`config.mk`:
```
export PLATFORM = sky130hd
export DESIGN_NAME = rotor_0
export DESIGN_NICKNAME = d
export VERILOG_FILES = /design/src/rtl/rotor_0.sv
export SDC_FILE = /design/constraint.sdc
export NUM_CORES = 1
export LEC_CHECK = 0
export ABC_AREA = 1
export BUFFER_PORTS_ARGS = -buffer_cell sky130_fd_sc_hd__buf_4
export CORE_MARGIN = 2
export CORE_UTILIZATION = 57
export DETAILED_ROUTE_END_ITERATION = 10
export GPL_ROUTABILITY_DRIVEN = 0
export MAX_ROUTING_LAYER = met4
export PLACE_DENSITY = 0.8
export SLEW_MARGIN = 10
export SYNTH_ARGS = -nofsm -noshare
export SYNTH_HDL_FRONTEND = slang
export SYNTH_SLANG_ARGS = --single-unit
```
`constraint.sdc`:
```
create_clock -name clk -period 0.8 [get_ports clk]
set_input_delay 0.08 -clock clk [delete_from_list [all_inputs] [get_ports clk]]
set_output_delay 0.08 -clock clk [all_outputs]
set_load 0.01 [all_outputs]
```
`src/rtl/rotor_0.sv`:
```
// Enigma rotor stage 0: Rotor I substitution offset by position; ROTOR0_REVERSE_EN adds the inverse path.
// Latency: 1 cycle, with the output registered.
// Backpressure: none; accepts one sample per cycle, and data_out holds while in_valid is low.
module rotor_0 (
   input  logic       clk,
   input  logic       rst,
   input  logic       in_valid,
   input  logic [4:0] data_in,
   input  logic [4:0] position,
`ifdef ROTOR0_REVERSE_EN
   input  logic       reverse,
`endif
   output logic       out_valid,
   output logic [4:0] data_out
);

   function automatic logic [4:0] fwd_tbl(input logic [5:0] i);
      case (i)
         6'd0:  fwd_tbl = 5'd4;
         6'd1:  fwd_tbl = 5'd10;
         6'd2:  fwd_tbl = 5'd12;
         6'd3:  fwd_tbl = 5'd5;
         6'd4:  fwd_tbl = 5'd11;
         6'd5:  fwd_tbl = 5'd6;
         6'd6:  fwd_tbl = 5'd3;
         6'd7:  fwd_tbl = 5'd16;
         6'd8:  fwd_tbl = 5'd21;
         6'd9:  fwd_tbl = 5'd25;
         6'd10: fwd_tbl = 5'd13;
         6'd11: fwd_tbl = 5'd19;
         6'd12: fwd_tbl = 5'd14;
         6'd13: fwd_tbl = 5'd22;
         6'd14: fwd_tbl = 5'd24;
         6'd15: fwd_tbl = 5'd7;
         6'd16: fwd_tbl = 5'd23;
         6'd17: fwd_tbl = 5'd20;
         6'd18: fwd_tbl = 5'd18;
         6'd19: fwd_tbl = 5'd15;
         6'd20: fwd_tbl = 5'd0;
         6'd21: fwd_tbl = 5'd8;
         6'd22: fwd_tbl = 5'd1;
         6'd23: fwd_tbl = 5'd17;
         6'd24: fwd_tbl = 5'd2;
         6'd25: fwd_tbl = 5'd9;
         default: fwd_tbl = 5'd0;
      endcase
   endfunction

`ifdef ROTOR0_REVERSE_EN
   function automatic logic [4:0] inv_tbl(input logic [5:0] i);
      case (i)
         6'd0:  inv_tbl = 5'd20;
         6'd1:  inv_tbl = 5'd22;
         6'd2:  inv_tbl = 5'd24;
         6'd3:  inv_tbl = 5'd6;
         6'd4:  inv_tbl = 5'd0;
         6'd5:  inv_tbl = 5'd3;
         6'd6:  inv_tbl = 5'd5;
         6'd7:  inv_tbl = 5'd15;
         6'd8:  inv_tbl = 5'd21;
         6'd9:  inv_tbl = 5'd25;
         6'd10: inv_tbl = 5'd1;
         6'd11: inv_tbl = 5'd4;
         6'd12: inv_tbl = 5'd2;
         6'd13: inv_tbl = 5'd10;
         6'd14: inv_tbl = 5'd12;
         6'd15: inv_tbl = 5'd19;
         6'd16: inv_tbl = 5'd7;
         6'd17: inv_tbl = 5'd23;
         6'd18: inv_tbl = 5'd18;
         6'd19: inv_tbl = 5'd11;
         6'd20: inv_tbl = 5'd17;
         6'd21: inv_tbl = 5'd8;
         6'd22: inv_tbl = 5'd13;
         6'd23: inv_tbl = 5'd16;
         6'd24: inv_tbl = 5'd14;
         6'd25: inv_tbl = 5'd9;
         default: inv_tbl = 5'd0;
      endcase
   endfunction
`endif

   logic [5:0] sum;
   logic [5:0] idx;
   logic [4:0] sub;
   logic [5:0] diff;
   logic [4:0] result;
   logic       illegal;

   always_comb begin
      illegal = (data_in >= 5'd26) || (position >= 5'd26);
      sum     = {1'b0, data_in} + {1'b0, position};
      idx     = (sum >= 6'd26) ? (sum - 6'd26) : sum;
`ifdef ROTOR0_REVERSE_EN
      sub     = reverse ? inv_tbl(idx) : fwd_tbl(idx);
`else
      sub     = fwd_tbl(idx);
`endif
      // diff[5] is the sign; adding 26 modulo 32 gives the wrapped letter
      diff    = {1'b0, sub} - {1'b0, position};
      result  = diff[5] ? (diff[4:0] + 5'd26) : diff[4:0];
      if (illegal) begin
         result = 5'd31;
      end
   end

   always_ff @(posedge clk or posedge rst) begin
      if (rst) begin
         out_valid <= 1'b0;
         data_out  <= 5'd0;
      end else begin
         out_valid <= in_valid;
         if (in_valid) begin
            data_out <= result;
         end
      end
   end

endmodule

```
==> results of run 1 <==
[Yosys cell counts (3+ instances only)]
cell type	n	share of area
nand4_1	3	0.015
dfrtp_1	6	0.12
nand2_4	3	0.028
xor2_1	4	0.029
nand3_1	34	0.14
a21oi_1	11	0.045
ha_1	18	0.18
nand2_1	45	0.14
o21ai_0	5	0.021
nor2_1	6	0.018
inv_1	32	0.098
nand2_2	5	0.026
[cell families after synthesis]
group	Yosys count	synth area share
XOR/XNOR	5	0.03590
flip-flops	6	0.1231
AO/OA/AOI/OAI	21	0.1026
adder cells (fa/ha/maj)	20	0.2174
buffers and inverters	34	0.1046
AND/OR/NAND/NOR	103	0.4164
[per-stage QoR]
| step | std cells | TNS [ns] | area [sq um] |
|---|---|---|---|
| after floorplan | 189 | -10.89 | 1292 |
| after global placement | 270 | -12.10 | 1732 |
| after detailed placement | 270 | -12.70 | 1732 |
==> qor.txt, run 1 <==
Seq/Total Area, Yosys: 0.1231
CTS Root Cell: clkbuf_4
Stop stage: clock tree synthesis
Port-buffer cells: 18
H-tree level count: 1
row cnt: 16
status: did not finish
ys async rst share: 1.000
Yosys reg bits: 6
postcts setup bufs: 11
Primary FF master, synth: dfrtp_1
synthesized area: 1220 sq um
worst slack at placement: -2.780 ns
CTS max path bufs: 2
CTS Hold Bufs: 1
I/O pins: 19
post_cts resized: 36
clk sinks: 6
Die Ht: 50.26 um
Yosys Warn Count: 0
Die Wd: 50.26 um
Error: [ERROR DPL-0038] Utilization greater than 100%, impossible to legalize
Distinct cells, synth: 25
HPWL after detailed placement: 3211 um
CTS Buf Count: 3
Post-synth EDFFs: 0
syn nets: 222
Synth Instances: 189
starting density of the core: 0.6155
syn_area_per_cell: 6.455 sq um
==> run 2: changes to the inputs <==
--- a/config.mk
+++ b/config.mk
@@ -7,12 +7,11 @@
 export LEC_CHECK = 0
 export ABC_AREA = 1
 export BUFFER_PORTS_ARGS = -buffer_cell sky130_fd_sc_hd__buf_4
-export CORE_MARGIN = 2
-export CORE_UTILIZATION = 57
+export CORE_AREA = 2 2 63 65
 export DETAILED_ROUTE_END_ITERATION = 10
+export DIE_AREA = 0 0 65 67
 export GPL_ROUTABILITY_DRIVEN = 0
-export MAX_ROUTING_LAYER = met4
-export PLACE_DENSITY = 0.8
+export PLACE_DENSITY_LB_ADDON = 0.15
 export SLEW_MARGIN = 10
 export SYNTH_ARGS = -nofsm -noshare
 export SYNTH_HDL_FRONTEND = slang
==> run 2 against run 1 <==
The flow now finishes, with violations (setup timing). Synthesized cell count unchanged. Synthesized area stayed put.
==> qor.txt, run 2 <==
most frequent cells in the layout: buf_4, nand2_1, inv_1
fmax: 302.3 MHz
Primary FF master, synth: dfrtp_1
Max FO, Critical Path: 5
Top delay family on crit path: adder cells
FILL cells: 345
DRC errors left: 0
most frequent cells after synthesis: nand2_1, nand3_1, inv_1, ha_1, a21oi_1
ys async rst share: 1.000 (unchanged)
crit path time final: 3.308 ns
I/O pins: 19 (unchanged)
die area: 4355 sq um
CP max-delay cell: fa_2
initial antenna violation count: 0
PnR worst setup slack: -2.508 ns
Tightest Pin Transition: 0.2342 ns
status: complete, but fails checks
cells on worst reg2reg path: 2
fin nets: 300
antenna cells: 0
vias in the first global route: 1448
Final setup violation count: 9
CP startpoint: position[0]
syn nets: 222 (unchanged)
Leakage: 1.130 nW
row cnt: 22 (+6)
Slew Limit Headroom: 0.8437
RSZ-0062 raised after global routing: true
total grt overflow: 0
total vias in the final route: 1469
iteration-0 DRC count of the detailed router: 74
CTS tree: yes
VDD IR max: 2318 uV
Worst EP arrival: 3.41 ns
clk sinks: 6 (unchanged)
Final Hold Fails: 0
Yosys reg bits: 6 (unchanged)
Tightest Hold Check Type: primary input to register
DR vias/cell: 4.693
share of cells above drive strength 1: 0.5208
Seq/Total Area, Yosys: 0.1231 (unchanged)
count leader, synth: nand2_1
Yosys Warn Count: 0 (unchanged)
crit path kind: primary input to register
Post-synth EDFFs: 0 (unchanged)
Synth Instances: 189 (unchanged)
starting density of the core: 0.3383 (-0.2772)
total power draw: 0.005478 W
crit-path max cell delay: 0.40 ns
Placeable Area: 3606 sq um
Port-buffer cells: 18 (unchanged)
reg2reg end: data_out[3]$_DFFE_PP0P_
CTS Buf Count: 3 (unchanged)
post-layout util: 0.6096
R2R Setup Slk: 0.08 ns
drt pass-1 iters: 4
Stages on worst setup path: 28
Largest regs: data_out: 5 flops, out_valid: 1 flops
worst r2r src: data_out[3]$_DFFE_PP0P_
Top cell by count, worst path: nand2_4
hold_sp: in_valid
largest net degree at the start of global routing: 9
failing checks: setup timing
setup TNS: -11.43 ns
number of antenna-violating nets in the routed design: 0
required time of the critical path: 0.90 ns
CTS max path bufs: 2 (unchanged)
Worst-Skew Late Latency: 0.22 ns
Die Ht: 67 um (+33%)
Layout area overhead: 80.21%
max-capacitance violation count: 0
H-tree level count: 1 (unchanged)
leading area contributor after synthesis: ha_1
CTS Root Cell: clkbuf_8
Final Skew: 0 ns
nature of the critical path endpoint: register
GR Util All Layers: 0.1741
Worst setup SP type: primary input
synthesized area: 1220 sq um (unchanged)
Die Wd: 65 um (+29%)
max FFs per register: 5
Distinct cells, synth: 25 (unchanged)
HPWL after detailed placement: 2695 um (-16%)
Power Dens Cells: 2492 nW/um^2
top post-synthesis cells by area: ha_1, nand3_1, nand2_1, dfrtp_1, inv_1
Crit path buffers/inverters: 6
commonest non-fill, non-tap cell in the layout: buf_4
Critical Path Sink: data_out[3]$_DFFE_PP0P_
drt wl/cell: 12.34 um
syn_area_per_cell: 6.455 sq um (unchanged)
largest reg by FF count: data_out
top-area cell type share of the netlist area: 0.1846 (unchanged)
first-pass GRT wire length: 6085 um
Slew Viols, Final: 0
fin crit share: 4.135
hold path cells: 2
Clk pin slew, worst setup/hold paths: 0.03 ns
overall routed net length: 3863 um
## run 2: cell counts after synthesis
Identical to the previous run, type by type.
## run 2: final cells by class
class                           count  area [sq um]  area share
Timing Repair Buffer               73         596.8      0.2715
Inverter                           34         127.6     0.05805
Clock buffer                        3         41.29     0.01878
Sequential cell                     6         150.1     0.06830
Multi-Input combinational cell    149          1222      0.5561
Tap cell                           48         60.06     0.02732
## run 2: logic make-up (layout without fill, tap and decap cells)
kind of cell,after synthesis,after routing,synth area share
flops,6,6,0.1231
compound gates,21,21,0.1026
fa+ha+maj,20,20,0.2174
simple gates,103,103,0.4164
xor+xnor,5,5,0.03590
buf+inv,34,110,0.1046
## run 2: worst register-to-register path, stage by stage, from the launching register on
cell     delay (ns)
dfrtp_1        0.38
o22ai_1        0.17
inv_1          0.05
## run 2: worst min-delay path by stage
stage / slack, ns / to
after floorplan: -0.13 / data_out[0]$_DFFE_PP0P_
after global placement: 0.01 / out_valid$_DFF_PP0_
after detailed placement: 0.01 / data_out[0]$_DFFE_PP0P_
after CTS: 0.12 / out_valid$_DFF_PP0_
after global routing: 0.12 / out_valid$_DFF_PP0_
final: 0.12 / out_valid$_DFF_PP0_
## run 2: layer usage
layer	up-vias	global-route usage	wire length, um
met3	2	0.01182	88
met1	673	0.2243	1801
li1	768	-	-
met4	0	0.02128	21
met2	26	0.3247	1952
met5	-	0	0
## run 2: repair_timing
action	CTS	global route
setup endpoints to repair	10	11
gates resized for setup	31	25
hold endpoints to repair	6	0
pin swaps	28	21
hold buffers	1	0
buffers inserted	7	5
## run 2: power by group
part / internal [W] / leakage, nW / switching, W
Combinational: 0.00224 / 1.04 / 0.00230
Clock: 0.000322 / 0.0216 / 0.000118
Sequential: 0.000417 / 0.0645 / 0.0000774
Total: 0.00298 / 1.13 / 0.00250
## run 2: stage by stage
stage               area [sq um]  hold WS, ns  std cells  setup slack [ns]
finish                      2198       0.1159        313            -2.508
global route                2198       0.1213        313            -2.736
CTS                         2046       0.1166        308            -2.441
detailed placement          1815      0.01202        297            -2.789
global placement            1815      0.01356        297            -2.739
floorplan                   1292      -0.1290        189            -2.412
Power figures use the tool's default switching activity.
==> run 3: changes to the inputs <==
--- a/config.mk
+++ b/config.mk
@@ -7,9 +7,9 @@
 export LEC_CHECK = 0
 export ABC_AREA = 1
 export BUFFER_PORTS_ARGS = -buffer_cell sky130_fd_sc_hd__buf_4
-export CORE_AREA = 2 2 63 65
+export CORE_AREA = 4 4 65 67
 export DETAILED_ROUTE_END_ITERATION = 10
-export DIE_AREA = 0 0 65 67
+export DIE_AREA = 0 0 69 71
 export GPL_ROUTABILITY_DRIVEN = 0
 export PLACE_DENSITY_LB_ADDON = 0.15
 export SLEW_MARGIN = 10
==> run 3 against run 2 <==
The flow still finishes with violations (setup timing). Routed wire length is 13% higher. Fmax is 0.23% lower. First-iteration DRC count rose by 5.4%. Non-clock buffer count is 7 higher. Critical endpoint is now data_out[4]$_DFFE_PP0P_. Total power is 12% higher.
==> qor.txt, run 3 (synthesis results as in run 2) <==
Slew Viols, Final: 0 (unchanged)
clk sinks: 6 (unchanged)
failing checks: setup timing
Final Skew: 0 ns (unchanged)
Stages on worst setup path: 28 (unchanged)
number of antenna-violating nets in the routed design: 0 (unchanged)
GR Util All Layers: 0.1714 (-0.002720)
FF+latch area: 150.1 sq um (unchanged)
Die Wd: 69 um (+6.2%)
CTS max path bufs: 2 (unchanged)
Placeable Area: 3633 sq um (+0.76%)
max FFs per register: 5 (unchanged)
Worst-Skew Late Latency: 0.22 ns (about the same)
Final setup violation count: 10 (+1)
PnR worst setup slack: -2.516 ns (-0.007580 ns)
fin crit share: 4.145 (+0.009475)
DRC errors left: 0 (unchanged)
crit path kind: primary input to register
die area: 4899 sq um (+12%)
share of cells above drive strength 1: 0.5919 (+0.07116)
largest net degree at the start of global routing: 8 (-1)
Largest regs: data_out: 5 flops, out_valid: 1 flops
Critical Path Sink: data_out[4]$_DFFE_PP0P_
antenna cells: 0 (unchanged)
fin nets: 307 (+2.3%)
CTS Root Cell: clkbuf_8
drt pass-1 iters: 4 (unchanged)
RSZ-0062 raised after global routing: true
required time of the critical path: 0.91 ns (about the same)
Worst setup SP type: primary input
total grt overflow: 0 (unchanged)
CP startpoint: position[0]
Die Ht: 71 um (+6.0%)
vias in the first global route: 1620 (+12%)
iteration-0 DRC count of the detailed router: 78 (+5.4%)
cells on worst reg2reg path: 3 (+1)
Top delay family on crit path: simple AND/OR/NAND/NOR gates
Max FO, Critical Path: 4 (-1)
Multi-input gate area: 1400 sq um (+15%)
CP max-delay cell: fa_2
Tightest Hold Check Type: primary input to register
FILL cells: 300 (-13%)
H-tree level count: 1 (unchanged)
VDD IR max: 2124 uV (-8.4%)
Layout area overhead: 99.38%
total vias in the final route: 1587 (+8.0%)
Top cell by count, worst path: nand2_4
max-capacitance violation count: 0 (unchanged)
row cnt: 22 (unchanged)
crit-path max cell delay: 0.43 ns (+0.03 ns)
Leakage: 1.193 nW (+5.5%)
Power Dens Cells: 2527 nW/um^2 (+1.4%)
drt wl/cell: 13.67 um (+11%)
Inst Count DP: 300 (+1.0%)
fin cells: 320 (+2.2%)
worst slack at placement: -2.829 ns (-0.03932 ns)
overall routed net length: 4375 um (+13%)
most frequent cells in the layout: buf_4, nand2_1, inv_1
CTS tree: yes
crit path time final: 3.316 ns (+0.007580 ns)
commonest non-fill, non-tap cell in the layout: buf_4
CTS Buf Count: 3 (unchanged)
post-route cell area: 2432 sq um (+11%)
Slew Limit Headroom: 0.8237 (-0.01993)
worst r2r src: data_out[2]$_DFFE_PP0P_
HPWL after detailed placement: 3074 um (+14%)
fmax: 301.6 MHz (-0.23%)
Placed Area: 1826 sq um (+0.55%)
starting density of the core: 0.3357 (-0.002563)
first-pass GRT wire length: 7155 um (+18%)
R2R Setup Slk: 0.01 ns (-0.07 ns)
total power draw: 0.006147 W (+12%)
Port-buffer cells: 18 (unchanged)
Final Hold Fails: 0 (unchanged)
setup TNS: -11.36 ns (+0.06650 ns)
Worst EP arrival: 3.42 ns (about the same)
Crit path buffers/inverters: 6 (unchanged)
reg2reg end: data_out[2]$_DFFE_PP0P_
Clk pin slew, worst setup/hold paths: 0.04 ns (about the same)
DR vias/cell: 4.959 (+5.7%)
hold path cells: 2 (unchanged)
nature of the critical path endpoint: register
initial antenna violation count: 0 (unchanged)
status: complete, but fails checks
largest reg by FF count: data_out
I/O pins: 19 (unchanged)
Tightest Pin Transition: 0.2638 ns (+0.02957 ns)
-- run 3: cell type report --
cell class | instances | area share
multi-input cells | 149 | 0.5756
flip-flops and latches | 6 | 0.06173
inverters | 34 | 0.05453
well taps | 48 | 0.02469
repair buffers | 80 | 0.2665
clock buffers | 3 | 0.01698
-- run 3: how the worst min path moves through the flow --
| stage | slack (ns) | end | from |
|---|---|---|---|
| after floorplan | -0.13 | data_out[0]$_DFFE_PP0P_ | rst |
| after global placement | 0.004 | out_valid$_DFF_PP0_ | rst |
| after detailed placement | 0.009 | out_valid$_DFF_PP0_ | rst |
| after CTS | 0.11 | out_valid$_DFF_PP0_ | in_valid |
| after global routing | 0.12 | out_valid$_DFF_PP0_ | in_valid |
| final | 0.12 | out_valid$_DFF_PP0_ | in_valid |
-- run 3: metal layers --
| metal | vias up | GRT usage | wire length, um |
|---|---|---|---|
| li1 | 786 | - | - |
| met1 | 761 | 0.1930 | 1674 |
| met2 | 36 | 0.3453 | 2480 |
| met3 | 4 | 0.01563 | 181 |
| met4 | 0 | 0.03471 | 38 |
| met5 | - | 0 | 0 |
-- run 3: through the flow --
stage / utilization / hold WS, ns
after floorplan: - / -0.1290
after global placement: 0.5024 / 0.004387
after detailed placement: 0.5024 / 0.008835
after CTS: 0.5913 / 0.1073
after global routing: 0.6694 / 0.1197
final: 0.6694 / 0.1216
-- run 3: repair_timing --
action / 4_1_cts / 5_1_grt
endpoints found under the setup margin: 10 / 11
hold buffers: 1 / 0
gates resized for setup: 43 / 49
hold endpoints to repair: 6 / 0
pin swaps: 30 / 26
cloned: 0 / 0
buffers inserted: 11 / 5
-- run 3: power by group --
group | switching (W) | internal (W) | leakage, nW
Combinational | 0.00263 | 0.00257 | 1.11
Sequential | 0.0000808 | 0.000417 | 0.0645
Clock | 0.000118 | 0.000322 | 0.0216
Total | 0.00283 | 0.00331 | 1.19
-- run 3: worst register-to-register path, stage by stage (launching register included) --
cell and delay [ns]:
dfrtp_1 0.38, buf_4 0.14, o21ai_1 0.11, inv_1 0.05
